--- src/rtl/mux16_rr_scheduler_pkg.sv ---
// Shared constants, FSM state encoding and the one-hot helper for the
// 16-channel round-robin mux scheduler.
package mux16_rr_scheduler_pkg;

    localparam int NUM_CH = 16;
    localparam int SEL_W  = 4;

    typedef enum logic [1:0] {
        IDLE    = 2'd0,
        SELECT  = 2'd1,
        CAPTURE = 2'd2,
        HOLD    = 2'd3
    } state_e;

    function automatic logic [NUM_CH-1:0] onehot16(input logic [SEL_W-1:0] idx);
        onehot16 = NUM_CH'(1) << idx;
    endfunction

endpackage

--- src/rtl/mux16_rr_scheduler_rr_pick16.sv ---
// Combinational round-robin picker: first set request at or after i_ptr,
// found by rotating the request vector, priority-encoding, then un-rotating.
module rr_pick16
    import mux16_rr_scheduler_pkg::*;
(
    input  logic [NUM_CH-1:0] i_req,
    input  logic [SEL_W-1:0]  i_ptr,
    output logic [SEL_W-1:0]  o_idx,
    output logic              o_any
);

    logic [NUM_CH-1:0] w_rot;
    logic [SEL_W-1:0]  w_off;

    // Rotate so that bit 0 of w_rot is the channel currently holding priority.
    always_comb begin
        w_rot = '0;
        for (int i = 0; i < NUM_CH; i++) begin
            w_rot[i] = i_req[SEL_W'(i) + i_ptr];
        end
    end

    // Lowest set bit wins; scanning downward lets the lowest index overwrite.
    always_comb begin
        w_off = '0;
        for (int i = NUM_CH - 1; i >= 0; i--) begin
            w_off = w_rot[i] ? SEL_W'(i) : w_off;
        end
    end

    assign o_idx = w_off + i_ptr;
    assign o_any = |i_req;

endmodule

--- src/rtl/mux16_rr_scheduler.sv ---
// Round-robin select generator for a 16:1 byte mux, with a capture register
// and valid/ready output handshake behind the mux.
module mux16_rr_scheduler
    import mux16_rr_scheduler_pkg::*;
#(
    parameter int DATA_W = 8
) (
    input  logic              clk,
    input  logic              rst,
    input  logic [NUM_CH-1:0] req,
    output logic [SEL_W-1:0]  select,
    input  logic [DATA_W-1:0] muxData,
    output logic [NUM_CH-1:0] ack,
    output logic [DATA_W-1:0] outData,
    output logic              outValid,
    input  logic              outReady,
    output logic [SEL_W-1:0]  outChan
);

    state_e            r_state;
    logic [SEL_W-1:0]  r_ptr;
    logic [SEL_W-1:0]  r_select;
    logic [SEL_W-1:0]  r_chan;
    logic [DATA_W-1:0] r_data;
    logic              r_valid;
    logic [NUM_CH-1:0] r_ack;

    logic [SEL_W-1:0]  w_idx;
    logic              w_any;

    rr_pick16 u_pick (
        .i_req (req),
        .i_ptr (r_ptr),
        .o_idx (w_idx),
        .o_any (w_any)
    );

    // Scheduler FSM; r_select doubles as the committed grant index until handshake.
    always_ff @(posedge clk) begin
        if (rst) begin
            r_state  <= IDLE;
            r_ptr    <= 4'd0;
            r_select <= 4'd0;
            r_chan   <= 4'd0;
            r_data   <= '0;
            r_valid  <= 1'b0;
            r_ack    <= 16'd0;
        end else begin
            r_ack <= 16'd0;
            case (r_state)
                IDLE: begin
                    if (w_any) begin
                        r_select <= w_idx;
                        r_chan   <= w_idx;
                        r_state  <= SELECT;
                    end else begin
                        r_state  <= IDLE;
                    end
                end
                SELECT: begin
                    r_state <= CAPTURE;
                end
                CAPTURE: begin
                    r_data  <= muxData;
                    r_valid <= 1'b1;
                    r_ack   <= onehot16(r_select);
                    r_state <= HOLD;
                end
                HOLD: begin
                    if (r_valid && outReady) begin
                        r_valid <= 1'b0;
                        r_ptr   <= r_select + 4'd1;
                        r_state <= IDLE;
                    end else begin
                        r_state <= HOLD;
                    end
                end
                default: begin
                    r_state <= IDLE;
                end
            endcase
        end
    end

    assign select   = r_select;
    assign outChan  = r_chan;
    assign outData  = r_data;
    assign outValid = r_valid;
    assign ack      = r_ack;

endmodule

--- config.mk ---
export PLATFORM = sky130hd
export DESIGN_NAME = mux16_rr_scheduler
export DESIGN_NICKNAME = d
export VERILOG_FILES = /design/src/rtl/mux16_rr_scheduler_pkg.sv /design/src/rtl/mux16_rr_scheduler_rr_pick16.sv /design/src/rtl/mux16_rr_scheduler.sv
export SDC_FILE = /design/constraint.sdc
export NUM_CORES = 1
export LEC_CHECK = 0
export ABC_AREA = 1
export CAP_MARGIN = 20
export CELL_PAD_IN_SITES_DETAIL_PLACEMENT = 1
export CELL_PAD_IN_SITES_GLOBAL_PLACEMENT = 1
export CORE_ASPECT_RATIO = 0.75
export CORE_UTILIZATION = 38
export CTS_CLUSTER_SIZE = 30
export DETAILED_ROUTE_END_ITERATION = 8
export PLACE_DENSITY = 0.89
export SETUP_SLACK_MARGIN = 0.15
export SYNTH_ARGS = -nofsm -noshare
export SYNTH_HDL_FRONTEND = slang
export SYNTH_SLANG_ARGS = --single-unit
--- constraint.sdc ---
create_clock -name clk -period 5.3 [get_ports clk]
set_input_delay 0.53 -clock clk [delete_from_list [all_inputs] [get_ports clk]]
set_output_delay 0.53 -clock clk [all_outputs]
set_load 0.01 [all_outputs]
# ---- Word-level counts from Yosys, hierarchy flattened
# Cells that the tools add are included.
dict set report classes {
  reduce_logical 8
  muxes 53
  n_shift 1
  n_addsub 17
  n_bitwise 1
  n_lt_le_gt_ge 16
  n_eq_ne 4
}
# cell n
set op_table {}
lappend op_table {{4-bit by 5-bit less-than comparator with 1-bit output (second input constant)} 16}
lappend op_table {{1-bit binary-select mux with 4-bit select} 16}
lappend op_table {{4-bit two-way mux} 16}
lappend op_table {{4-bit adder (first input constant)} 8}
lappend op_table {{1-bit two-way mux} 18}
lappend op_table {{3-bit by 4-bit adder with 4-bit output (first input constant)} 4}
lappend op_table {{16-bit OR reduction} 1}
lappend op_table {{1-bit by 4-bit << shifter with 16-bit output (first input constant)} 1}
lappend op_table {{2-bit by 4-bit adder with 4-bit output (first input constant)} 2}
lappend op_table {{2-bit one-hot mux with 4 select lines} 1}
lappend op_table {{2-bit AND reduction} 3}
lappend op_table {{1-bit by 4-bit adder with 4-bit output (first input constant)} 1}
lappend op_table {{4-bit by 1-bit adder with 4-bit output (second input constant)} 1}
lappend op_table {{4-bit adder} 1}
lappend op_table {{2-bit == test (second input constant)} 2}
lappend op_table {{2-bit by 1-bit == test with 1-bit output (second input constant)} 1}
lappend op_table {{2-bit logical NOT} 1}
lappend op_table {{2-bit two-way mux} 1}
lappend op_table {{2-bit inequality test (second input constant)} 1}
lappend op_table {{1-bit one-hot mux with 2 select lines} 1}
lappend op_table {{2-bit nonzero test} 1}
lappend op_table {{2-bit OR reduction} 1}
lappend op_table {{1-bit logical AND} 1}
lappend op_table {{1-bit inverter} 1}
dict set report word_totals {
  in_bits 27
  ff_bits 35
  elab_cells 106
  out_inout_bits 33
}

# ---- Depth between registers and ports, before layout
# Gate-level depths: netlist of run 1.
dict set report depth {
  ltp_word 20
  mapped_depth 34
  ltp_nobuf 33
}

# ---- By module
# Synthesis of run 1 repeated with hierarchy kept, for this count alone.
dict set report hier_totals {
  hier_cells 390
  area_unflattened_um2 2582.5
}
# module cells_per_inst area_each_um2 seq_area_each_um2 instances
set modules_own_cells {}
lappend modules_own_cells {mux16_rr_scheduler 145 1313.8 700.7 1}
lappend modules_own_cells {rr_pick16 245 1268.7 0.0 1}

# ---- Worst setup path before layout of run 1
# Ideal clock, no wire load.
dict set report synth_path {
  path_kind {register to register}
  from {reg r_ptr[1]}
  to {reg r_chan[2], in the netlist outChan[2]}
  stages_incl_launch_ff 28
  required_ns 5.177
  setup_time_ns 0.123
  path_buffers 2
  t_arrival_ns 3.216
  synth_period_minus_slack_ns 3.339
  setup_slack_ns 1.961
  path_cell_list {dfxtp_1 buf_4 inv_2 ha_1 buf_2 inv_1 nand3_1 nand3_1 nand2_1 o21ai_1 nand2_1 nand2_1 nand2_1 nand2_1 nand2_1 nand2_1 nand2_1 nand2_1 nand2_1 nand2_1 nand2_1 nand2_1 a21oi_2 ha_1 fa_1 xor2_1 o21ai_0 a21oi_1}
}
dict set report synth_via {
  elab_chain_cells 20
  elab_cells_between_ends 64
  cone_classes {16 x add/sub; 48 x mux}
}
# item line_no
set synth_rtl {}
lappend synth_rtl {{from (decl)} mux16_rr_scheduler.sv:21} ;# logic [SEL_W-1:0] r_ptr;
lappend synth_rtl {{from (signal assigned)} mux16_rr_scheduler.sv:72} ;# r_ptr <= r_select + 4'd1;
lappend synth_rtl {{4-bit adder} mux16_rr_scheduler_rr_pick16.sv:19} ;# w_rot[i] = i_req[SEL_W'(i) + i_ptr];
lappend synth_rtl {{1-bit binary-select mux with 4-bit select} mux16_rr_scheduler_rr_pick16.sv:19}
lappend synth_rtl {{1-bit two-way mux (not written as such)} mux16_rr_scheduler_rr_pick16.sv:19}
lappend synth_rtl {{4-bit two-way mux (16 in series)} mux16_rr_scheduler_rr_pick16.sv:27} ;# w_off = w_rot[i] ? SEL_W'(i) : w_off;
lappend synth_rtl {{4-bit adder *} mux16_rr_scheduler_rr_pick16.sv:31} ;# assign o_idx = w_off + i_ptr;
lappend synth_rtl {{to (signal assigned)} mux16_rr_scheduler.sv:54} ;# r_chan <= w_idx;
lappend synth_rtl {{to (decl)} mux16_rr_scheduler.sv:23} ;# logic [SEL_W-1:0] r_chan;
# Every way passes the cells marked *; elsewhere a longest branch is shown, timed or not. The select of a mux whose other input is x is not followed.
# A chain may end at the register's enable or synchronous reset.

# ---- Worst setup path after layout of run 1
dict set report layout_path {
  from {reg r_ptr[2]}
  to {reg r_chan[1], in the netlist outChan[1]}
}
dict set report layout_via {
  elab_chain_cells 20
  elab_cells_between_ends 64
  cone_classes {16 x add/sub; 48 x mux}
}
# item line_no
set layout_rtl {}
lappend layout_rtl {{4-bit adder} mux16_rr_scheduler_rr_pick16.sv:19}
lappend layout_rtl {{1-bit binary-select mux with 4-bit select} mux16_rr_scheduler_rr_pick16.sv:19}
lappend layout_rtl {{1-bit two-way mux (not written as such)} mux16_rr_scheduler_rr_pick16.sv:19}
lappend layout_rtl {{4-bit two-way mux (15 in series)} mux16_rr_scheduler_rr_pick16.sv:27}
lappend layout_rtl {{4-bit two-way mux *} mux16_rr_scheduler_rr_pick16.sv:27}
lappend layout_rtl {{4-bit adder *} mux16_rr_scheduler_rr_pick16.sv:31}
lappend layout_rtl {{via u_pick.o_idx[1]} mux16_rr_scheduler_rr_pick16.sv:8} ;# output logic [SEL_W-1:0] o_idx,
# Mark *: on every way through the listed nets, which the timed path passes. The rest lies on a longest branch. The select of a mux whose other input is x is not followed.

==> results_dict.tcl, run 1 <==
set metrics [dict create \
    p_leak_uw 0.00141 \
    r2r_slack_ns 1.57 \
    setup_total_negative_slack_ns 0 \
    worstPathRequired_ns 5.46 \
    path_cells "inv_2, ha_1, inv_1, nand3_1, nand3_1, nand2_1, nand2_1, nand2_1, nand2_1, nand2_1, nand2_1, nand2_1, nand2_1, nand2_1, nand2_1, nand2_1, nand2_1, nand2_1, nand2_1, a21oi_2, ha_1, fa_1, o21ai_0, a21oi_1" \
    routabilityCongestion 0.822 \
    worst_path_most_repeated_cell "sky130_fd_sc_hd__nand2_1" \
    report.power.total_uw 668 \
    yosysSeqAreaShare_pct 28.0 \
    remaining_design_rule_violation_count 0 \
    grt_first_pass_wirelength_um 13400 \
    cp-start-kind "flip-flop" \
    worstPathArrival_ns 3.89 \
    maxCapViolations 0 \
    worst_slack_placed_ns 1.64 \
    final_nets 475 \
    core_area_um2 6320 \
    multi_input_area_um2 1560 \
    timing.critical_path.max_delay_family "simple AND/OR/NAND/NOR gates" \
    floorplan.die_area_um2 6920 \
    min_period_ns 3.73 \
    grt_max_degree 24 \
    postRouteAntennaNets 0 \
    grt_pass1_vias 2725 \
    synth_seq_cells 35 \
    synth_instances 377 \
    cts_setup_buffers 0 \
    timing.final.max_slew_violations 0 \
    cts.hold.buffers_added 0 \
    worst_slack_ns 1.57 \
    tritoncts "yes" \
    synth-warning-count 0 \
    crit_path_top_delay_cell "sky130_fd_sc_hd__dfxtp_1" \
    grt_overflow_total 0 \
    initial_util_pct 39.6 \
    path_max_fanout 13 \
    cp_slowest_stage_delay_ns 0.68 \
    power_density_nw_per_um2 209 \
    synthToLayoutAreaGrowth_pct 27.5 \
    design.portCount 60 \
    top_cells_by_area_in_the_synthesized_netlist "sky130_fd_sc_hd__dfxtp_1 (28%), sky130_fd_sc_hd__nand3_1 (14%), sky130_fd_sc_hd__nand2_1 (12%)" \
    final-hold-violation-count 0 \
    slew-limit-headroom_pct 46.2 \
    mapped_nets 421 \
    cts.clk_slew.worst_paths_ns 0.07 \
    count_of_routing_violations_after_the_opening_detailed_route_iteration 132 \
    cts.path.max_buffers 2 \
    achievable-frequency_ghz 0.268 \
    worst-slew-pin-transition_ns 0.801 \
    outcome "finished clean" \
    syn_area_per_cell_um2 6.64 \
    synth.top_cell.area_share_pct 28.0 \
    cts.sinks 35 \
    detail_route.wirelength_um 8200 \
    core.rowCount 25 \
    post-route-period-util_pct 70.4 \
    yosys.area.top_type "sky130_fd_sc_hd__dfxtp_1" \
    hold_class "reg -> reg" \
    cp.buffers_inverters 2 \
    gr-usage-all-layers_pct 25.3 \
    endpoint_kind "flip-flop" \
    route.detailed.vias_per_inst 5.33 \
    hpwl_um 6570 \
    peakVddDrop_mv 0.122 \
    fillerInstances 831 \
    floorplan.die.width_um 95.8 \
    port-buffer-count 59 \
    wl_per_cell_um 16.0 \
    drtPass1Iterations 4 \
    cts.root.buffer_cell "sky130_fd_sc_hd__clkbuf_8" \
    fraction_of_final_layout_cells_with_drive_strength_greater_than_1_pct 5.79 \
    grt_antenna_before_repair 0 \
    yosysUniqueCellTypes 32 \
    htree_num_levels 2 \
    routed-via-count 2734 \
    chipHeight_um 72.3 \
    netlist_area_um2 2500 \
    sequential_cell_area_um2 701 \
    critPathKind "reg -> reg" \
    ctsResizeCount 0 \
    report.final.setup_viol 0 \
    num_antenna_cells 0 \
    setup_repair_after_global_routing_missed_its_margin "no" \
    tritoncts.num_buffers 5 \
    layout_skew_ns 0.00301 \
    clock_latency_reported_for_the_late_side_of_the_worst_skew_pair_ns 0.28 \
]
worst reg2reg max path, delay by kind of cell (launching register included):
family	cells	cell delay (ns)
fa+ha+maj	3	1.06
flops	1	0.68
buf+inv	2	0.30
compound gates	3	0.48
simple gates	16	1.08
report_power, final:
part	total (uW)	leakage (uW)	switching, uW	internal [uW]
clock network	186	0.0000422	93.9	92.2
registers	292	0.000285	14.1	278
logic	190	0.00109	109	80.8
total	668	0.00141	217	451
registers in the layout (all words and copies together) (netlist names):
| register | cells |
|---|---|
| outChan | 4 |
| outData | 8 |
| ack | 16 |
| r_state | 2 |
| outValid | 1 |
| r_ptr | 4 |
placed cells by master, fill, tap and decap left out, types with 15 or more instances in the layout:
master,synthesis,final
sky130_fd_sc_hd__inv_1,32,32
sky130_fd_sc_hd__nor2_1,29,29
sky130_fd_sc_hd__nand2_1,77,77
sky130_fd_sc_hd__ha_1,16,16
sky130_fd_sc_hd__a21oi_1,18,18
sky130_fd_sc_hd__nand3_1,70,70
sky130_fd_sc_hd__dfxtp_1,35,35
sky130_fd_sc_hd__nor3_1,15,15
sky130_fd_sc_hd__o21ai_0,19,19
sky130_fd_sc_hd__clkdlybuf4s50_1,0,59
logic make-up (layout without fill, tap and decap cells):
family	count (synthesis)	after routing	synth area share, %
simple gates	204	204	36.4
compound gates	57	57	12.9
buf+inv	53	108	9.84
flops	35	35	28.0
fa+ha+maj	17	17	8.79
xor+xnor	11	11	4.15
through the flow:
step	std cells	area, um^2	util, %	hold slack [ns]
final	513	3190	50.5	0.504
after detailed placement	505	3110	49.2	0.492
after floorplan	377	2500	-	0.461
after global routing	513	3190	50.5	0.549
after global placement	505	3110	49.2	0.482
after CTS	513	3190	50.5	0.505
Yosys cell counts (all sizes together):
library cell and n:
xor2 9, nand3b 2, nor3 16, a31oi 1
clkinv 1, clkbuf 3, a21boi 1, nand4 2
ha 16, nor4 4, a21o 1, buf 11
dfxtp 35, fa 1, nand2 81, nand3 70
o21bai 1, o21a 4, inv 38, xnor2 2
a21oi 22, o21ai 27, nor2 29
layer usage:
metal	up-vias	routed length (um)	global-route usage [%]
li1	1361	-	-
met1	1312	4090	37.1
met2	54	3730	39.8
met3	7	322	3.77
met4	0	60	4.15
met5	-	0	0
final timing paths:
kind | from | to | cells past startpoint
worst min-delay path | r_state[1]$_SDFF_PP0_ | r_state[0]$_SDFF_PP0_ | 2
worst max register to register | r_ptr[2]$_SDFFE_PP0P_ | outChan[1]$_SDFFE_PP0P_ | 24
worst min register to register | r_state[1]$_SDFF_PP0_ | r_state[0]$_SDFF_PP0_ | 2
worst max-delay path | r_ptr[2]$_SDFFE_PP0P_ | outChan[1]$_SDFFE_PP0P_ | 24
area by class of cell:
| type | count | area share, % |
|---|---|---|
| clock buffer | 7 | 2.39 |
| clock inverter | 1 | 0.157 |
| inverter | 39 | 4.58 |
| multi-input combinational | 289 | 48.8 |
| sequential | 35 | 21.9 |
| tap | 81 | 3.17 |
| timing repair buffer | 61 | 19.0 |
(Power assumes the default switching activity.)
==> run 2, diff against run 1 <==
--- a/config.mk
+++ b/config.mk
@@ -10,10 +10,10 @@
 export CELL_PAD_IN_SITES_DETAIL_PLACEMENT = 1
 export CELL_PAD_IN_SITES_GLOBAL_PLACEMENT = 1
 export CORE_ASPECT_RATIO = 0.75
-export CORE_UTILIZATION = 38
+export CORE_UTILIZATION = 31
 export CTS_CLUSTER_SIZE = 30
 export DETAILED_ROUTE_END_ITERATION = 8
-export PLACE_DENSITY = 0.89
+export PLACE_DENSITY = 0.78
 export SETUP_SLACK_MARGIN = 0.15
 export SYNTH_ARGS = -nofsm -noshare
 export SYNTH_HDL_FRONTEND = slang
==> constraint.sdc (replaced) <==
create_clock -name clk -period 3.3 [get_ports clk]
set_input_delay 0.33 -clock clk [delete_from_list [all_inputs] [get_ports clk]]
set_output_delay 0.33 -clock clk [all_outputs]
set_load 0.01 [all_outputs]
==> run 2 against run 1 <==
Die area is 22% higher. Sequential cell count stayed put. Maximum frequency is 18% higher. Critical endpoint is now outChan[3]$_SDFFE_PP0P_. Largest cell class unchanged. Largest power group unchanged.
==> results_dict.tcl, run 2 (synthesized netlist as in run 1, its figures left out) <==
set metrics [dict create \
    synthToLayoutAreaGrowth_pct 45.0 \
    final_nets 487 \
    part_of_the_total_power_dissipated_in_combinational_logic_pct 27.9 \
    power_frac_clock_pct 33.0 \
    post-route-period-util_pct 95.8 \
    drtPass1Iterations 5 \
    cp-start-kind "flip-flop" \
    rr_worst_depth 31 \
    sequential_cell_area_um2 711 \
    hpwl_um 6880 \
    worst_path_most_repeated_cell "sky130_fd_sc_hd__nand2_1" \
    cts.path.max_buffers 2 \
    layout_skew_ns 0.00958 \
    tritoncts.num_buffers 5 \
    fraction_of_final_layout_cells_with_drive_strength_greater_than_1_pct 19.4 \
    chipHeight_um 79.8 \
    layout_commonest_cell "sky130_fd_sc_hd__nand2_1" \
    grt_max_degree 22 \
    cts.hold.buffers_added 0 \
    slew-limit-headroom_pct 46.5 \
    achievable-frequency_ghz 0.316 \
    p_leak_uw 0.00155 \
    holdWs_ns 0.508 \
    setup_total_negative_slack_ns 0 \
    power_density_nw_per_um2 328 \
    core.rowCount 27 \
    grt_overflow_total 0 \
    finalCoreUtilization_pct 48.0 \
    grt_pass1_vias 2653 \
    route.detailed.vias_per_inst 5.13 \
    min_period_ns 3.16 \
    path_max_fanout 8 \
    worstPathArrival_ns 3.35 \
    share_seq_of_total_power_pct 39.2 \
    worst_hold_path.num_cells 2 \
    routabilityCongestion 0.919 \
    floorplan.die_area_um2 8450 \
    port-buffer-count 59 \
    cts.clk_slew.worst_paths_ns 0.08 \
    power.switching_fraction_pct 31.8 \
    cp_slowest_stage_delay_ns 0.39 \
    r2r_slack_ns 0.14 \
    grt_first_pass_wirelength_um 13800 \
    crit_path_top_delay_cell "sky130_fd_sc_hd__dfxtp_4" \
    fillerInstances 958 \
    worstPathRequired_ns 3.49 \
    design.portCount 60 \
    critPathKind "reg -> reg" \
    flip_flop_count_of_the_largest_register_after_layout 16 \
    timing.final.max_slew_violations 0 \
    count_of_routing_violations_after_the_opening_detailed_route_iteration 151 \
    setup_repair_after_global_routing_missed_its_margin "yes" \
    multi_input_area_um2 1790 \
    launch_instance_of_the_worst_register_to_register_path "r_ptr[0]$_SDFFE_PP0P_" \
    cts.sinks 35 \
    switchingPower_uw 379 \
    floorplan.die.width_um 106 \
    hold_class "reg -> reg" \
    cts.root.buffer_cell "sky130_fd_sc_hd__clkbuf_8" \
    maxCapViolations 0 \
    final-hold-violation-count 0 \
    detail_route.wirelength_um 9050 \
    remaining_design_rule_violation_count 0 \
    grt_antenna_before_repair 0 \
    peakVddDrop_mv 0.195 \
    postRouteAntennaNets 0 \
    clock_latency_reported_for_the_late_side_of_the_worst_skew_pair_ns 0.29 \
    routed-via-count 2796 \
    num_antenna_cells 0 \
    final_cell_mix "sky130_fd_sc_hd__nand2_1 (71), sky130_fd_sc_hd__clkdlybuf4s50_1 (59), sky130_fd_sc_hd__nand3_1 (55)" \
    tritoncts "yes" \
    htree_num_levels 2 \
    initial_util_pct 33.1 \
    endpoint_kind "flip-flop" \
    report.final.setup_viol 0 \
    internal_power_uw 813 \
    wl_per_cell_um 16.6 \
    core_area_um2 7570 \
    hold_start "r_state[1]$_SDFF_PP0_" \
    r2r-end "outChan[3]$_SDFFE_PP0P_" \
    outcome "finished clean" \
    gr-usage-all-layers_pct 21.0 \
    worst_hold_path.endpoint "r_state[0]$_SDFF_PP0_" \
    worst-slew-pin-transition_ns 0.796 \
]
-- run 2: cell count changes in the layout (fill, tap and decap cells not counted), sizes merged --
cell,previous run,this run
clkbuf,7,5
bufinv,0,1
clkinv,2,3
buf,2,14
-- run 2: worst max-delay path, delay by kind of cell (launching register included) --
kind | cells | cell delay, ns
and+or+nand+nor | 21 | 1.39
adders and majority gates | 2 | 0.53
DFF | 1 | 0.39
AOI/OAI and AO/OA | 3 | 0.36
buffers and inverters | 4 | 0.23
xor gates and xnor gates | 1 | 0.15
-- run 2: worst max path at each step --
stage                          start                 endpoint  cells after the start
3_5_place_dp   r_ptr[0]$_SDFFE_PP0P_  outChan[3]$_SDFFE_PP0P_                     22
5_1_grt        r_ptr[2]$_SDFFE_PP0P_  outChan[3]$_SDFFE_PP0P_                     30
3_3_place_gp                  req[4]  outChan[3]$_SDFFE_PP0P_                     21
4_1_cts        r_ptr[1]$_SDFFE_PP0P_  outChan[2]$_SDFFE_PP0P_                     25
2_1_floorplan  r_ptr[0]$_SDFFE_PP0P_  outChan[2]$_SDFFE_PP0P_                     27
6_report       r_ptr[0]$_SDFFE_PP0P_  outChan[3]$_SDFFE_PP0P_                     31
-- run 2: metal layers --
layer  global-route usage, %  part of all wire [%]  up-vias
met5                       0                     0        -
met4                    1.81                  0.34        0
met3                    3.18                   4.2        4
met2                    32.1                    46       65
met1                    31.7                    49     1346
li1                        -                     -     1381
-- run 2: final cells by class --
class,count,share of cell area [%]
flip-flops and latches,35,19.6
clock inverters,3,1.21
multi-input cells,289,49.4
well taps,101,3.48
clock buffers,5,1.90
inverters,39,4.45
repair buffers,73,20.0
-- run 2: timing repair --
| item | in CTS | in global routing |
|---|---|---|
| gates resized for setup | 24 | 45 |
| setup buffers | 2 | 2 |
| setup endpoints to repair | 3 | 3 |
| pin swaps | 9 | 18 |
-- run 2: power groups by stage --
stage	sequential, uW	clock (uW)	combinational (uW)
after floorplan	479	0	163
after global placement	475	0	296
after detailed placement	477	0	305
after CTS	467	400	314
after global routing	470	426	364
final	467	393	332
-- run 2: through the flow --
| step | cells | total power, uW | setup slack (ns) | cell area, um^2 |
|---|---|---|---|---|
| after floorplan | 377 | 642 | 0.153 | 2510 |
| after global placement | 533 | 771 | -0.0574 | 3200 |
| after detailed placement | 533 | 782 | -0.125 | 3200 |
| after CTS | 543 | 1180 | 0.142 | 3420 |
| after global routing | 545 | 1260 | -0.107 | 3630 |
| final | 545 | 1190 | 0.138 | 3630 |
